**src/rtl/dp_ram_arb_if.sv**
```systemverilog
// rtl/dp_ram_arb_if.sv - requester-side bus between engine clients and the dual-port RAM arbiter
//
// Signals (one bit or slice per requester, slice i = requester i):
//   req        client -> arb  command valid, held until granted
//   req_we     client -> arb  1 = write, 0 = read
//   req_add    client -> arb  RAM address, add_wd bits per requester
//   req_wdata  client -> arb  write data, data_wd bits per requester
//   gnt        arb -> client  command accepted this cycle
//   rvalid     arb -> client  read data valid
//   rdata      arb -> client  read data, zero when rvalid is low
// Modports: master = engine client side, slave = arbiter side.
interface dp_ram_arb_if #(
    parameter int NREQ    = 4,
    parameter int add_wd  = 4,
    parameter int data_wd = 32
);
    logic [NREQ-1:0]         req;
    logic [NREQ-1:0]         req_we;
    logic [NREQ*add_wd-1:0]  req_add;
    logic [NREQ*data_wd-1:0] req_wdata;
    logic [NREQ-1:0]         gnt;
    logic [NREQ-1:0]         rvalid;
    logic [NREQ*data_wd-1:0] rdata;

    modport master (
        output req, req_we, req_add, req_wdata,
        input  gnt, rvalid, rdata
    );

    modport slave (
        input  req, req_we, req_add, req_wdata,
        output gnt, rvalid, rdata
    );
endinterface

```
**src/rtl/dp_ram_arb.sv**
```systemverilog
// rtl/dp_ram_arb.sv - round-robin arbiter sharing both ports of a dual-port RAM among NREQ requesters
//
// Ports:
//   clk                        clock, all state on rising edge
//   rst                        asynchronous active-low reset
//   req_if (slave)             requester bus: req/req_we/req_add/req_wdata in, gnt/rvalid/rdata out
//   ram_cs                     RAM chip select (any grant this cycle)
//   ram_rd0/1, ram_wr0/1       RAM port read/write strobes
//   ram_rd_add0/1, ram_wr_add0/1  RAM port addresses
//   ram_wr_data0/1             RAM port write data
//   ram_rd_data0/1             RAM read data, valid the cycle after the read strobe
//
// Each cycle the first requester found from rr_ptr onward takes port 0 and the
// next one takes port 1. A second write to the same address as the first is
// held back one cycle so the RAM never sees a write-write collision.
module dp_ram_arb #(
    parameter int NREQ    = 4,
    parameter int add_wd  = 4,
    parameter int data_wd = 32
) (
    input  logic               clk,
    input  logic               rst,
    dp_ram_arb_if.slave        req_if,
    output logic               ram_cs,
    output logic               ram_rd0,
    output logic               ram_rd1,
    output logic               ram_wr0,
    output logic               ram_wr1,
    output logic [add_wd-1:0]  ram_rd_add0,
    output logic [add_wd-1:0]  ram_rd_add1,
    output logic [add_wd-1:0]  ram_wr_add0,
    output logic [add_wd-1:0]  ram_wr_add1,
    output logic [data_wd-1:0] ram_wr_data0,
    output logic [data_wd-1:0] ram_wr_data1,
    input  logic [data_wd-1:0] ram_rd_data0,
    input  logic [data_wd-1:0] ram_rd_data1
);
    localparam int IDX_W = (NREQ > 1) ? $clog2(NREQ) : 1;

    logic [IDX_W-1:0]   rr_ptr_q, rr_ptr_d;
    logic [1:0]         tag_v_q, tag_v_d;
    logic [IDX_W-1:0]   tag_id_q [2];
    logic [IDX_W-1:0]   tag_id_d [2];

    logic               a_found, b_found;
    logic [IDX_W-1:0]   a_idx, b_idx, scan_idx;
    logic               a_we, b_we;
    logic [add_wd-1:0]  a_add, b_add;
    logic [data_wd-1:0] a_wdata, b_wdata;
    logic               a_go, b_go;
    logic [NREQ-1:0]    gnt_c;
    logic [NREQ-1:0]    rvalid_c;
    logic [NREQ*data_wd-1:0] rdata_c;

    // Rotating scan: the first two requesting indices at or after rr_ptr.
    always_comb begin
        a_found  = 1'b0;
        b_found  = 1'b0;
        a_idx    = '0;
        b_idx    = '0;
        scan_idx = '0;
        for (int k = 0; k < NREQ; k++) begin
            scan_idx = IDX_W'((int'(rr_ptr_q) + k) % NREQ);
            if (req_if.req[scan_idx]) begin
                if (!a_found) begin
                    a_found = 1'b1;
                    a_idx   = scan_idx;
                end else if (!b_found) begin
                    b_found = 1'b1;
                    b_idx   = scan_idx;
                end
            end
        end
    end

    assign a_we    = req_if.req_we[a_idx];
    assign b_we    = req_if.req_we[b_idx];
    assign a_add   = req_if.req_add[a_idx*add_wd +: add_wd];
    assign b_add   = req_if.req_add[b_idx*add_wd +: add_wd];
    assign a_wdata = req_if.req_wdata[a_idx*data_wd +: data_wd];
    assign b_wdata = req_if.req_wdata[b_idx*data_wd +: data_wd];

    // Nothing is granted while reset is low, so no command reaches the RAM.
    assign a_go = rst & a_found;
    assign b_go = rst & b_found & ~(a_we & b_we & (a_add == b_add));

    always_comb begin
        gnt_c = '0;
        if (a_go) gnt_c[a_idx] = 1'b1;
        if (b_go) gnt_c[b_idx] = 1'b1;
    end

    assign req_if.gnt = gnt_c;

    assign ram_cs       = a_go | b_go;
    assign ram_rd0      = a_go & ~a_we;
    assign ram_wr0      = a_go & a_we;
    assign ram_rd_add0  = a_add;
    assign ram_wr_add0  = a_add;
    assign ram_wr_data0 = a_wdata;
    assign ram_rd1      = b_go & ~b_we;
    assign ram_wr1      = b_go & b_we;
    assign ram_rd_add1  = b_add;
    assign ram_wr_add1  = b_add;
    assign ram_wr_data1 = b_wdata;

    // Next scan starts just past the last index served; a blocked B therefore
    // becomes the first candidate next cycle.
    always_comb begin
        rr_ptr_d = rr_ptr_q;
        if (b_go) begin
            rr_ptr_d = IDX_W'((int'(b_idx) + 1) % NREQ);
        end else if (a_go) begin
            rr_ptr_d = IDX_W'((int'(a_idx) + 1) % NREQ);
        end
    end

    // One tag per RAM port remembers who owns the read data arriving next cycle.
    always_comb begin
        tag_v_d     = {b_go & ~b_we, a_go & ~a_we};
        tag_id_d[0] = a_idx;
        tag_id_d[1] = b_idx;
    end

    always_ff @(posedge clk or negedge rst) begin
        if (!rst) begin
            rr_ptr_q    <= '0;
            tag_v_q     <= '0;
            tag_id_q[0] <= '0;
            tag_id_q[1] <= '0;
        end else begin
            rr_ptr_q    <= rr_ptr_d;
            tag_v_q     <= tag_v_d;
            tag_id_q[0] <= tag_id_d[0];
            tag_id_q[1] <= tag_id_d[1];
        end
    end

    // A requester is granted at most once per cycle, so the two tags never
    // target the same slice.
    always_comb begin
        rvalid_c = '0;
        rdata_c  = '0;
        if (tag_v_q[0]) begin
            rvalid_c[tag_id_q[0]]                     = 1'b1;
            rdata_c[tag_id_q[0]*data_wd +: data_wd]   = ram_rd_data0;
        end
        if (tag_v_q[1]) begin
            rvalid_c[tag_id_q[1]]                     = 1'b1;
            rdata_c[tag_id_q[1]*data_wd +: data_wd]   = ram_rd_data1;
        end
    end

    assign req_if.rvalid = rvalid_c;
    assign req_if.rdata  = rdata_c;
endmodule

```
**src/flat_wrapper.sv**
```systemverilog
// flat-port wrapper written by rule: the top's interface ports become plain ports
module dp_ram_arb_flat 
#(
    parameter int NREQ    = 4,
    parameter int add_wd  = 4,
    parameter int data_wd = 32
)
  (clk, rst, ram_cs, ram_rd0, ram_rd1, ram_wr0, ram_wr1, ram_rd_add0, ram_rd_add1, ram_wr_add0, ram_wr_add1, ram_wr_data0, ram_wr_data1, ram_rd_data0, ram_rd_data1, req_if_req, req_if_req_we, req_if_req_add, req_if_req_wdata, req_if_gnt, req_if_rvalid, req_if_rdata);
  dp_ram_arb_if #(.NREQ(NREQ), .add_wd(add_wd), .data_wd(data_wd)) req_if_i ();
  input  logic clk;
  input  logic rst;
  output logic ram_cs;
  output logic ram_rd0;
  output logic ram_rd1;
  output logic ram_wr0;
  output logic ram_wr1;
  output logic [add_wd-1:0] ram_rd_add0;
  output logic [add_wd-1:0] ram_rd_add1;
  output logic [add_wd-1:0] ram_wr_add0;
  output logic [add_wd-1:0] ram_wr_add1;
  output logic [data_wd-1:0] ram_wr_data0;
  output logic [data_wd-1:0] ram_wr_data1;
  input  logic [data_wd-1:0] ram_rd_data0;
  input  logic [data_wd-1:0] ram_rd_data1;
  input wire logic [$bits(req_if_i.req)-1:0] req_if_req;
  input wire logic [$bits(req_if_i.req_we)-1:0] req_if_req_we;
  input wire logic [$bits(req_if_i.req_add)-1:0] req_if_req_add;
  input wire logic [$bits(req_if_i.req_wdata)-1:0] req_if_req_wdata;
  output wire logic [$bits(req_if_i.gnt)-1:0] req_if_gnt;
  output wire logic [$bits(req_if_i.rvalid)-1:0] req_if_rvalid;
  output wire logic [$bits(req_if_i.rdata)-1:0] req_if_rdata;
  assign req_if_i.req = req_if_req;
  assign req_if_i.req_we = req_if_req_we;
  assign req_if_i.req_add = req_if_req_add;
  assign req_if_i.req_wdata = req_if_req_wdata;
  assign req_if_gnt = req_if_i.gnt;
  assign req_if_rvalid = req_if_i.rvalid;
  assign req_if_rdata = req_if_i.rdata;
  dp_ram_arb #(.NREQ(NREQ), .add_wd(add_wd), .data_wd(data_wd)) u_core (.clk(clk), .rst(rst), .req_if(req_if_i), .ram_cs(ram_cs), .ram_rd0(ram_rd0), .ram_rd1(ram_rd1), .ram_wr0(ram_wr0), .ram_wr1(ram_wr1), .ram_rd_add0(ram_rd_add0), .ram_rd_add1(ram_rd_add1), .ram_wr_add0(ram_wr_add0), .ram_wr_add1(ram_wr_add1), .ram_wr_data0(ram_wr_data0), .ram_wr_data1(ram_wr_data1), .ram_rd_data0(ram_rd_data0), .ram_rd_data1(ram_rd_data1));
endmodule
```
**config.mk**
```make
export PLATFORM = sky130hd
export DESIGN_NAME = dp_ram_arb_flat
export DESIGN_NICKNAME = d
export VERILOG_FILES = /design/src/rtl/dp_ram_arb_if.sv /design/src/rtl/dp_ram_arb.sv /design/src/flat_wrapper.sv
export SDC_FILE = /design/constraint.sdc
export NUM_CORES = 1
export LEC_CHECK = 0
export ABC_AREA = 0
export CORE_AREA = 2 2 169 171
export CTS_CLUSTER_SIZE = 30
export DETAILED_ROUTE_END_ITERATION = 6
export DIE_AREA = 0 0 171 173
export PLACE_DENSITY = 0.52
export SYNTH_ARGS = -nofsm -noshare
export SYNTH_HDL_FRONTEND = slang
export SYNTH_SLANG_ARGS = --single-unit
```
**constraint.sdc**
```tcl
create_clock -name clk -period 3.71 [get_ports clk]
set_input_delay 0.5565 -clock clk [delete_from_list [all_inputs] [get_ports clk]]
set_output_delay 0.5565 -clock clk [all_outputs]
set_load 0.1 [all_outputs]
```
==> metrics.cfg <==
[floorplanning]
fp.dieH_um=173
dieArea_mm2=0.0296
fp-row-count=61
start_util=0.186
ioPinCount=439
core_region_area_mm2=0.0276
fp.dieW_um=171

[route]
via_count=7917
first_pass_iters=4
post_drt_wl_per_cell_um=21.7
final_antenna_net_count=0
viasPerCell=5.01
drc=0
drt-total-wl_mm=34.3
drtIter0Drc=434

[worst_setup_path]
critical_path_arrival_ps=3540
cp_cell_sequence=buf_12 -> nor2b_4 -> a211oi_2 -> a21oi_2 -> ha_4 -> nand2b_1 -> a211o_1 -> a41oi_2 -> nor2_4 -> mux4_2 -> buf_6 -> a211oi_4 -> nor4_4 -> a31o_4 -> o32ai_4 -> buf_12
critical_path_class=flop to output pin
cpPeakStageDelay_ps=430
cp_max_fo=6
slowest_stage=dfrtp_2
endpoint_kind=output pin
crit_required_ps=3150
crit_top_cell=buf_12
cp_top_family=compound AO/OA/AOI/OAI gates
startpoint_type=flop
timing.critical_path.buf_inv=3

[synth]
synth_area_mm2=0.00515
syn_area_per_cell_um2=7.03
ys_seq_area_frac=0.0389
synth_nets=966
synthFlopType=dfrtp_1
netlist_instances=733
yosysWarnings=0
async_flop_share=1.00
yosysTopAreaCell=a22o_1
synth_edf_count=0
synth.area.top_cells=a22o_1 (23%), nand2_1 (10%), mux2i_1 (8.4%)
ys_ff_latch=8
synth_top_cell_area_share=0.226
ys_types=76

[global_routing]
grt_usage=0.218
grt_pass1_vias=8173
grt_max_degree=63
antenna_found_initial=4
grt_first_pass_wirelength_mm=50.1
overflow=0

[clock_network]
cts_sinks=8
cts_tree=done
clk_latency_ps=230
clk_pin_slew_worst_paths_ps=40
cts_root_buffer=clkbuf_16
cts_hold_buffers=0
cts_buffer_depth=2
htreeDepth=1
cts_made_buffers=3

[placed_design]
gp_congestion=0.835
dp_hpwl_mm=26.7
place_area_mm2=0.0134
io_buffers=438
dp.cells=1550

[min_path]
hp-class=input port to async pin

[sta]
finalMaxSlewViolations=0
setup_violations=36
max_clock_freq_mhz=244
min_period_ps=4100
tightestPinTransition_ps=756
timing.hold.ws_ps=734
hold_viol_final=0
grt_setup_unrepaired=yes
finalCritPeriodShare=1.10
setup_tns_ps=-4520
setup_slack_ps=-387
max-slew-margin-rel=0.496
skew_ps=0.450

[final_layout]
nFillCells=2528
stdcell_area_mm2=0.0143
final_common_cell=buf_12
fin_nets=1434
layout_common_cells=buf_12 (221), clkdlybuf4s50_1 (213), nand2_1 (142)
area_growth_pct=177
drive_gt1_frac=0.449
fin_cells=1581

[status]
status=complete, but fails checks
violations=negative setup slack

[run]
maxCapViolCount=0

[synthesized netlist by cell type, types with 3 or more instances]
library cell and number:
nand2_1 142, a22o_1 133, clkbuf_1 52, mux2i_1 43, nor2_1 40, a21oi_1 39, mux2_2 34, a31oi_1 32
and3_1 32, ha_1 15, buf_4 12, inv_1 12, nand3_1 12, o21ai_0 11, buf_2 9, dfrtp_1 8
buf_1 7, nand2b_1 7, and2_1 6, nor2b_1 5, a21o_1 4, buf_6 4, inv_2 4, a211o_1 3
a211oi_1 3, nor3_1 3
[kinds of logic (layout without fill, tap and decap cells)]
group	count (synthesis)	count (layout)	share of synthesized area
flip-flops	8	8	0.0389
multiplexers	81	81	0.172
buffers and inverters	100	566	0.0896
AO/OA/AOI/OAI	257	257	0.405
XOR/XNOR	4	4	0.00680
AND/OR/NAND/NOR	267	267	0.250
other	0	4	0
adder cells (fa/ha/maj)	16	16	0.0386
[per-layer routing]
layer	wire (µm)	vias to the layer above	global-route usage	share of wire
met3	3150	46	0.0668	0.092
li1	-	3710	-	-
met4	992	0	0.0674	0.029
met1	12100	3823	0.226	0.35
met2	18100	338	0.412	0.53
met5	0	-	0	0
[stage by stage]
stage / utilization / setup WS, ps
after floorplan: - / -1080
after global placement: 0.486 / -702
final: 0.517 / -387
after global routing: 0.517 / -529
after detailed placement: 0.486 / -781
after CTS: 0.506 / -367
[worst register-to-register path, delay by kind of cell (launching register included)]
family,cells,cell delay (ps)
compound gates,7,1390
buf+inv,6,780
flops,1,430
simple gates,4,370
mux,1,330
fa+ha+maj,1,180
[final timing paths]
path | start | end | slack (ps) | cells after the start
worst max-delay path | u_core.rr_ptr_q[1] | req_if_gnt[2] | -390 | 16
worst min-delay path | rst | u_core.rr_ptr_q[0] | 730 | 2
worst max register to register | u_core.rr_ptr_q[1] | u_core.rr_ptr_q[0] | 130 | 19
worst min register to register | u_core.rr_ptr_q[1] | u_core.rr_ptr_q[1] | 790 | 3
max in group asynchronous | rst | u_core.rr_ptr_q[1] | 2840 | 2
min in group clk | u_core.rr_ptr_q[1] | u_core.rr_ptr_q[1] | 790 | 3
[cell type report]
type	instances	area, µm²	area share
Tap cell	378	473	0.0331
Clock buffer	3	75.1	0.00526
Timing Repair Buffer	547	7590	0.531
Sequential cell	8	201	0.0141
Inverter	16	71.3	0.00499
Multi-Input combinational cell	625	5860	0.410
Antenna cell	4	10.0	0.000701
[state kept, by name, summed over array words and instances, names as in the netlist]
signal,cells
u_core.rr_ptr_q,2
u_core.tag_v_q,2
u_core.tag_id_q,4
[repair_timing]
item                       CTS  global route
buffers inserted            15             4
pin swaps                   22            20
cloned                       4             1
setup endpoints to repair   80            70
resized for setup           83            56
Power is left out: the tool's default activity adds up to more than one toggle a clock period on the data nets, which glitch-free logic cannot reach.
